### src/rtl/rng_pkg.sv
// rng_pkg: shared constants and types for the word-index random source.
//   LFSR_W   - LFSR state width
//   DEF_SEED - fallback seed, also used when a zero seed is supplied
//   TAP_MASK - feedback taps for x^16+x^14+x^13+x^11+1 (bits 15,13,12,10)
//   lfsr_t   - LFSR state type
package rng_pkg;
  localparam int           LFSR_W   = 16;
  localparam logic [15:0]  DEF_SEED = 16'hACE1;
  localparam logic [15:0]  TAP_MASK = 16'hB400;

  typedef logic [LFSR_W-1:0] lfsr_t;

  // Fibonacci feedback bit: XOR of the tapped state bits.
  function automatic logic lfsr_fb(input lfsr_t s);
    return ^(s & TAP_MASK);
  endfunction
endpackage

### src/rtl/random_number_generator_lfsr16.sv
// lfsr16: free-running 16-bit maximal-length Fibonacci LFSR.
// Ports:
//   clk     - clock, state advances on every rising edge outside reset
//   reset   - synchronous, active-high; loads the seed
//   i_seed  - reset / reload value (zero is replaced by DEF_SEED)
//   o_state - current LFSR state
// The all-zero state is a lockup point for an XOR LFSR; if it is ever
// reached the register reloads the seed on the next clock.
module lfsr16
  import rng_pkg::*;
(
  input  logic  clk,
  input  logic  reset,
  input  lfsr_t i_seed,
  output lfsr_t o_state
);
  lfsr_t r_state;
  lfsr_t w_seed;

  // A zero seed would lock the register immediately.
  assign w_seed  = (i_seed == '0) ? DEF_SEED : i_seed;
  assign o_state = r_state;

  always_ff @(posedge clk) begin
    if (reset)
      r_state <= w_seed;
    else if (r_state == '0)
      r_state <= w_seed;
    else
      r_state <= {r_state[LFSR_W-2:0], lfsr_fb(r_state)};
  end
endmodule

### src/rtl/random_number_generator.sv
// random_number_generator: pseudo-random word-table index source.
// Captures an index in 0..RANGE-1 on each rising edge of grabWord.
// Ports:
//   clk        - single clock
//   reset      - synchronous, active-high
//   grabWord   - request strobe; its rising edge captures a new index
//   random_num - registered index, 0..RANGE-1
// Parameters: SEED (LFSR reset value), RANGE (number of indices, <=128 so
// the 8x7-bit product fits 15 bits), OUT_W (2**OUT_W >= RANGE).
// Build option: RNG_NO_REPEAT_EN - when defined, a capture that would repeat
// the current index takes the next index (wrapping RANGE-1 to 0) instead.
module random_number_generator
  import rng_pkg::*;
#(
  parameter lfsr_t SEED  = DEF_SEED,
  parameter int    RANGE = 100,
  parameter int    OUT_W = 7
) (
  input  logic             clk,
  input  logic             reset,
  input  logic             grabWord,
  output logic [OUT_W-1:0] random_num
);
  lfsr_t            w_lfsr;
  logic [14:0]      w_prod;
  logic [OUT_W-1:0] w_idx;
  logic [OUT_W-1:0] w_cap;
  logic             w_grab;
  logic             w_unused_lo;
  logic             r_grab_q;
  logic [OUT_W-1:0] r_num;

  lfsr16 u_lfsr (
    .clk     (clk),
    .reset   (reset),
    .i_seed  (SEED),
    .o_state (w_lfsr)
  );

  // Multiply-shift range reduction: top byte scaled into 0..RANGE-1.
  assign w_prod      = 15'(w_lfsr[15:8]) * 15'(RANGE);
  assign w_idx       = OUT_W'(w_prod >> 8);
  assign w_unused_lo = ^w_lfsr[7:0];

`ifdef RNG_NO_REPEAT_EN
  always_comb begin
    w_cap = w_idx;
    if (w_idx == r_num)
      w_cap = (w_idx == OUT_W'(RANGE-1)) ? '0 : w_idx + OUT_W'(1);
  end
`else
  assign w_cap = w_idx;
`endif

  // grab_q resets low, so a strobe already high at reset release still
  // counts as a rising edge.
  assign w_grab = grabWord & ~r_grab_q;

  always_ff @(posedge clk) begin
    if (reset) begin
      r_grab_q <= 1'b0;
      r_num    <= '0;
    end else begin
      r_grab_q <= grabWord;
      if (w_grab)
        r_num <= w_cap;
    end
  end

  assign random_num = r_num;
endmodule

### config.mk
export PLATFORM = sky130hd
export DESIGN_NAME = random_number_generator
export DESIGN_NICKNAME = d
export VERILOG_FILES = /design/src/rtl/rng_pkg.sv /design/src/rtl/random_number_generator_lfsr16.sv /design/src/rtl/random_number_generator.sv
export SDC_FILE = /design/constraint.sdc
export NUM_CORES = 1
export LEC_CHECK = 0
export CAP_MARGIN = 0
export CELL_PAD_IN_SITES_DETAIL_PLACEMENT = 1
export CELL_PAD_IN_SITES_GLOBAL_PLACEMENT = 1
export CORE_ASPECT_RATIO = 0.8
export CORE_MARGIN = 2
export CORE_UTILIZATION = 45
export DETAILED_ROUTE_END_ITERATION = 6
export PLACE_DENSITY = 0.88
export SLEW_MARGIN = 20
export SYNTH_ARGS = -nofsm -noshare
export SYNTH_HDL_FRONTEND = slang
export SYNTH_SLANG_ARGS = --single-unit
### constraint.sdc
create_clock -name clk -period 3.2 [get_ports clk]
set_input_delay 0.8 -clock clk [delete_from_list [all_inputs] [get_ports clk]]
set_output_delay 0.8 -clock clk [all_outputs]
set_load 0.02 [all_outputs]
==> results of run 1 <==
## metrics by stage
step / power [mW] / area, um2 / cells
2_1_floorplan: 0.576 / 1470 / 146
3_3_place_gp: 0.656 / 1600 / 191
3_5_place_dp: 0.681 / 1600 / 191
4_1_cts: 0.962 / 1670 / 195
5_1_grt: 1.02 / 1670 / 195
6_report: 0.949 / 1670 / 195
## final timing paths
path / startpoint / endpoint / depth (start not counted)
worst max-delay path: u_lfsr.o_state[11] / random_num[5] / 9
worst min-delay path: u_lfsr.o_state[5] / u_lfsr.o_state[6] / 1
worst max register to register: u_lfsr.o_state[11] / random_num[5] / 9
worst min register to register: u_lfsr.o_state[5] / u_lfsr.o_state[6] / 1
## cell type report
cell class	instances	area share, %
clock inverter	1	1.80
clock buffer	3	2.48
tap	40	3.00
timing repair buffer	10	5.86
inverter	12	2.70
sequential	24	28.8
multi-input combinational	105	55.3
## registers in the layout, indices dropped and copies added (netlist names)
| signal | cells |
|---|---|
| u_lfsr.o_state | 16 |
| r_grab_q | 1 |
| random_num | 7 |
## cells by family after synthesis
logic type | Yosys count | share of synthesized area (%)
xor+xnor | 4 | 2.39
simple gates | 43 | 17.6
fa+ha+maj | 33 | 29.2
flops | 24 | 32.7
compound gates | 25 | 13.6
buf+inv | 17 | 4.43
## metal layers
layer	routed length, um	vias up
li1	-	538
met1	1600	515
met2	1600	13
met3	49	4
met4	27	0
met5	0	-
## power by group
part	total, mW	switching, mW	internal, mW
clock network	0.272	0.104	0.167
logic	0.323	0.178	0.145
registers	0.354	0.0226	0.331
total	0.949	0.305	0.644
## worst max-delay path, delay by kind of cell, from the launching register on
| family | cells | cell delay (ns) |
|---|---|---|
| DFF | 1 | 0.43 |
| buffers and inverters | 1 | 0.07 |
| AOI/OAI and AO/OA | 4 | 1.00 |
| adders and majority gates | 4 | 1.40 |
## placed cells by master (no fill, tap or decap), types with 2 or more instances in the layout
cell type and instances:
a211oi_1 2, a21o_1 2, a21oi_1 4, a31oi_1 2, and2_1 3, clkbuf_8 3
clkdlybuf4s50_1 9, dfxtp_1 24, fa_1 2, ha_1 31, inv_1 12, nand2_1 8
nand2b_1 4, nand3_1 3, nand3b_1 5, nor2b_1 7, nor3_1 3, nor3b_1 3
nor4_1 2, o21ai_0 2, o311ai_0 2, xnor2_1 2, xor2_1 2
==> qor.txt, run 1 <==
status - finished clean
Clock Pin Slew Worst Setup and Hold Paths - 0.09 ns
Hold Crit Class - flop to flop
setup TNS - 0 ns
CTS resizes - 0
Yosys warnings - 0
RSZ-0062 raised after global routing - false
pin count of the biggest net entering global routing - 22
WL/cell - 16.8 um
met2 GRT Util - 37.7%
Sink Count - 24
# IOs - 10
GR Util met3 - 4.25%
Max Slew Vio Count - 0
initial core utilization - 47.2%
CTS buffer count - 3
area delta synth->final - 13.6%
clock buffer depth - 2
die area - 0.00374 mm2
Syn Area/Cell - 10.1 um2
Yosys reg bits - 24
Max Cap Viol - 0
Max Clock Skew - 0.00648 ns
FMAX - 340 MHz
Netlist cell types - 39
Max IR drop VDD - 276 uV
Most Frequent Cell on Critical Path - ha_1
Worst-Margin Slew - 0.928 ns
total wire length - 3270 um
routability-driven placement congestion ratio - 0.740
worst hold margin - 0.467 ns
Multi-input gate area - 922 um2
mapped cell area - 0.00147 mm2
CP Max Fanout - 6
routing usage on met1 - 25.4%
drt pass-1 iters - 4
Synth area leader - dfxtp_1
root buf cell - clkbuf_8
Worst EP arrival - 3.16 ns
NumNets Final - 192
H-tree depth - 1
crit-path max cell delay - 0.54 ns
Commonest cells post-synth - 31 x ha_1, 24 x dfxtp_1, 12 x inv_1, 8 x nand2_1, 7 x nor2b_1
drt drc - 0
power per cell area - 569 mW/mm2
reg2reg setup slack - 0.26 ns
Worst-Skew Late Latency - 0.28 ns
Async S/R FF share, synth - 0%
crit end category - flop
Die X - 67.9 um
synth top area cells - dfxtp_1 33%, ha_1 26%, inv_1 3.1%
first-pass GRT wire length - 5490 um
Final WS setup - 0.258 ns
WP data required - 3.42 ns
fillers - 353
total number of vias - 1070
GRT Resource Usage Total - 21.0%
syn_nets - 182
worst-path cell chain - inv_1 -> ha_1 -> ha_1 -> fa_1 -> ha_1 -> o21a_2 -> o211ai_1 -> a2111oi_0 -> a211o_1
CP Class - flop to flop
Yosys top cell area share - 32.7%
antenna violations before repair - 0
GRT Residual Overflow - 0
# hold bufs at CTS - 0
antenna-violating nets left - 0
leak pwr - 0.782 nW
Max stage delay cell, worst path - fa_1
final period utilization - 91.9%
DP Worst Slack - 0.306 ns
drt initial violations - 28
Post-Syn Instances - 146
Finished Core Util - 53.6%
CTS tree - done
vias per cell - 5.49
FF+latch area - 480 um2
Rows - 18
ys flop type - dfxtp_1
vias in the first global route - 1157
antenna fix cells - 0
Rel. slew slack - 37.8%
layout cells sized above 1 - 5.16%
final hold violation count - 0
Setup Buffers After CTS - 0
EDFF count, synth - 0
Die H - 55.1 um
Period minus WS final - 2.94 ns
core footprint - 0.00311 mm2
# setup viols final - 0
gr busiest metal - met2
hpwl dp - 2560 um
port buffer count - 9
most common cell in the synthesized netlist - ha_1
Startpoint Class - flop
sequential element share of the synthesized area - 32.7%
Power figures use the tool's default switching activity.
==> run 2: changes to the inputs <==
--- a/config.mk
+++ b/config.mk
@@ -6,9 +6,9 @@
 export NUM_CORES = 1
 export LEC_CHECK = 0
+export ABC_CLOCK_PERIOD_IN_PS = 3200
 export CAP_MARGIN = 0
 export CELL_PAD_IN_SITES_DETAIL_PLACEMENT = 1
 export CELL_PAD_IN_SITES_GLOBAL_PLACEMENT = 1
 export CORE_ASPECT_RATIO = 0.8
-export CORE_MARGIN = 2
 export CORE_UTILIZATION = 45
 export DETAILED_ROUTE_END_ITERATION = 6
==> constraint.sdc (replaced) <==
create_clock -name clk -period 3.2 [get_ports clk]
set_input_delay 0.8 -clock clk [delete_from_list [all_inputs] [get_ports clk]]
set_output_delay 0.8 -clock clk [all_outputs]
set_load 0.05 [all_outputs]
==> qor.txt, run 2 (synthesis results as in run 1) <==
CTS buffer count - 3 (unchanged)
CTS resizes - 0 (unchanged)
Die X - 65.9 um (was 67.9 um)
Setup Buffers After CTS - 0 (unchanged)
final hold violation count - 0 (unchanged)
initial core utilization - 47.6% (was 47.2%)
area delta synth->final - 14.0% (was 13.6%)
status - finished clean (unchanged)
core footprint - 0.00309 mm2 (was 0.00311 mm2)
total wire length - 3810 um (was 3270 um)
antenna violations before repair - 0 (unchanged)
setup TNS - 0 ns (unchanged)
Max stage delay cell, worst path - fa_1 (unchanged)
Worst EP arrival - 3.17 ns (was 3.16 ns)
die area - 0.00350 mm2 (was 0.00374 mm2)
final period utilization - 95.4% (was 91.9%)
Period minus WS final - 3.05 ns (was 2.94 ns)
routability-driven placement congestion ratio - 0.716 (was 0.740)
commonest cells after routing, fill and taps aside - 31 x ha_1, 24 x dfxtp_1, 12 x inv_1, 9 x clkdlybuf4s50_1, 8 x nand2_1 (unchanged)
drt drc - 0 (unchanged)
leak pwr - 0.783 nW (was 0.782 nW)
port buffer count - 9 (unchanged)
crit-path max cell delay - 0.49 ns (was 0.54 ns)
WL/cell - 19.5 um (was 16.8 um)
vias per cell - 5.71 (was 5.49)
clock buffer depth - 2 (unchanged)
Startpoint Class - flop (unchanged)
Worst-Margin Slew - 1.01 ns (was 0.928 ns)
root buf cell - clkbuf_8 (unchanged)
critical path's top delay family - adder cells (unchanged)
vias in the first global route - 1154 (was 1157)
FMAX - 328 MHz (was 340 MHz)
layout cells sized above 1 - 5.81% (was 5.16%)
Max Clock Skew - 0.00270 ns (was 0.00648 ns)
Max IR drop VDD - 363 uV (was 276 uV)
Clock Pin Slew Worst Setup and Hold Paths - 0.09 ns (about the same)
# hold bufs at CTS - 0 (unchanged)
hpwl dp - 2590 um (was 2560 um)
Sink Count - 24 (unchanged)
pin count of the biggest net entering global routing - 22 (unchanged)
antenna-violating nets left - 0 (unchanged)
Max Slew Vio Count - 0 (unchanged)
GRT Resource Usage Total - 23.6% (was 21.0%)
# IOs - 10 (unchanged)
RSZ-0062 raised after global routing - false (unchanged)
Hold Crit Class - flop to flop (unchanged)
total number of vias - 1113 (was 1070)
drt pass-1 iters - 4 (unchanged)
first-pass GRT wire length - 5840 um (was 5490 um)
worst-path cell chain - inv_1 -> ha_1 -> ha_1 -> fa_1 -> ha_1 -> o21a_2 -> o211a_1 -> o311ai_0 (was inv_1 -> ha_1 -> ha_1 -> fa_1 -> ha_1 -> o21a_2 -> o211ai_1 -> a2111oi_0 -> a211o_1)
Rel. slew slack - 32.7% (was 37.8%)
H-tree depth - 1 (unchanged)
Die H - 53.1 um (was 55.1 um)
power per cell area - 602 mW/mm2 (was 569 mW/mm2)
commonest non-fill, non-tap cell in the layout - ha_1 (unchanged)
GRT Residual Overflow - 0 (unchanged)
# setup viols final - 0 (unchanged)
CP Class - flop to flop (unchanged)
Finished Core Util - 54.2% (was 53.6%)
crit end category - flop (unchanged)
Worst-Skew Late Latency - 0.27 ns (was 0.28 ns)
Rows - 18 (unchanged)
NumNets Final - 192 (unchanged)
Most Frequent Cell on Critical Path - ha_1 (unchanged)
number of flip-flops in the largest register - 16 (unchanged)
CP Max Fanout - 4 (was 6)
drt initial violations - 41 (was 28)
Max Cap Viol - 0 (unchanged)
worst hold margin - 0.465 ns (was 0.467 ns)
antenna fix cells - 0 (unchanged)
WP data required - 3.32 ns (was 3.42 ns)
Crit path buffers/inverters - 1 (unchanged)
CTS tree - done (unchanged)
-- run 2: changes by cell type in the layout (fill, tap and decap cells not counted) --
cell | before | now
a2111oi_2 | 0 | 1
a2111oi_0 | 1 | 0
-- run 2: routing by layer --
layer | vias to the layer above | part of all wire, % | track usage (%)
li1 | 538 | - | -
met1 | 546 | 47 | 28.6
met2 | 21 | 49 | 42.3
met3 | 8 | 2.1 | 4.09
met4 | 0 | 1.7 | 7.25
met5 | - | 0 | 0
-- run 2: through the flow --
step | cell area [um2] | power (mW) | setup WS, ns | std cells
floorplan | 1470 | 0.616 | 0.560 | 146
global placement | 1600 | 0.695 | 0.397 | 191
detailed placement | 1600 | 0.720 | 0.269 | 191
CTS | 1670 | 1.01 | 0.0793 | 195
global route | 1670 | 1.05 | 0.0250 | 195
finish | 1670 | 1.01 | 0.149 | 195
-- run 2: power by group --
part | switching, mW | total (mW) | internal, mW | leakage (nW)
clock | 0.104 | 0.272 | 0.167 | 0.0357
combinational | 0.233 | 0.381 | 0.148 | 0.548
sequential | 0.0238 | 0.355 | 0.332 | 0.199
total | 0.361 | 1.01 | 0.647 | 0.783
-- run 2: final cells by class --
type,instances,area [um2]
repair buffers,10,97.6
flip-flops and latches,24,480
fillers,342,1410
inverters,12,45.0
clock inverters,1,30.0
clock buffers,3,41.3
multi-input cells,105,928
well taps,40,50.0
-- run 2: path summary, 6_finish.rpt --
| path | cells after the start | endpoint | slack [ns] | from |
|---|---|---|---|---|
| min reg2reg | 1 | u_lfsr.o_state[7] | 0.46 | u_lfsr.o_state[6] |
| max | 8 | random_num[3] | 0.15 | u_lfsr.o_state[10] |
| max reg2reg | 8 | random_num[3] | 0.15 | u_lfsr.o_state[10] |
| min | 1 | u_lfsr.o_state[7] | 0.46 | u_lfsr.o_state[6] |
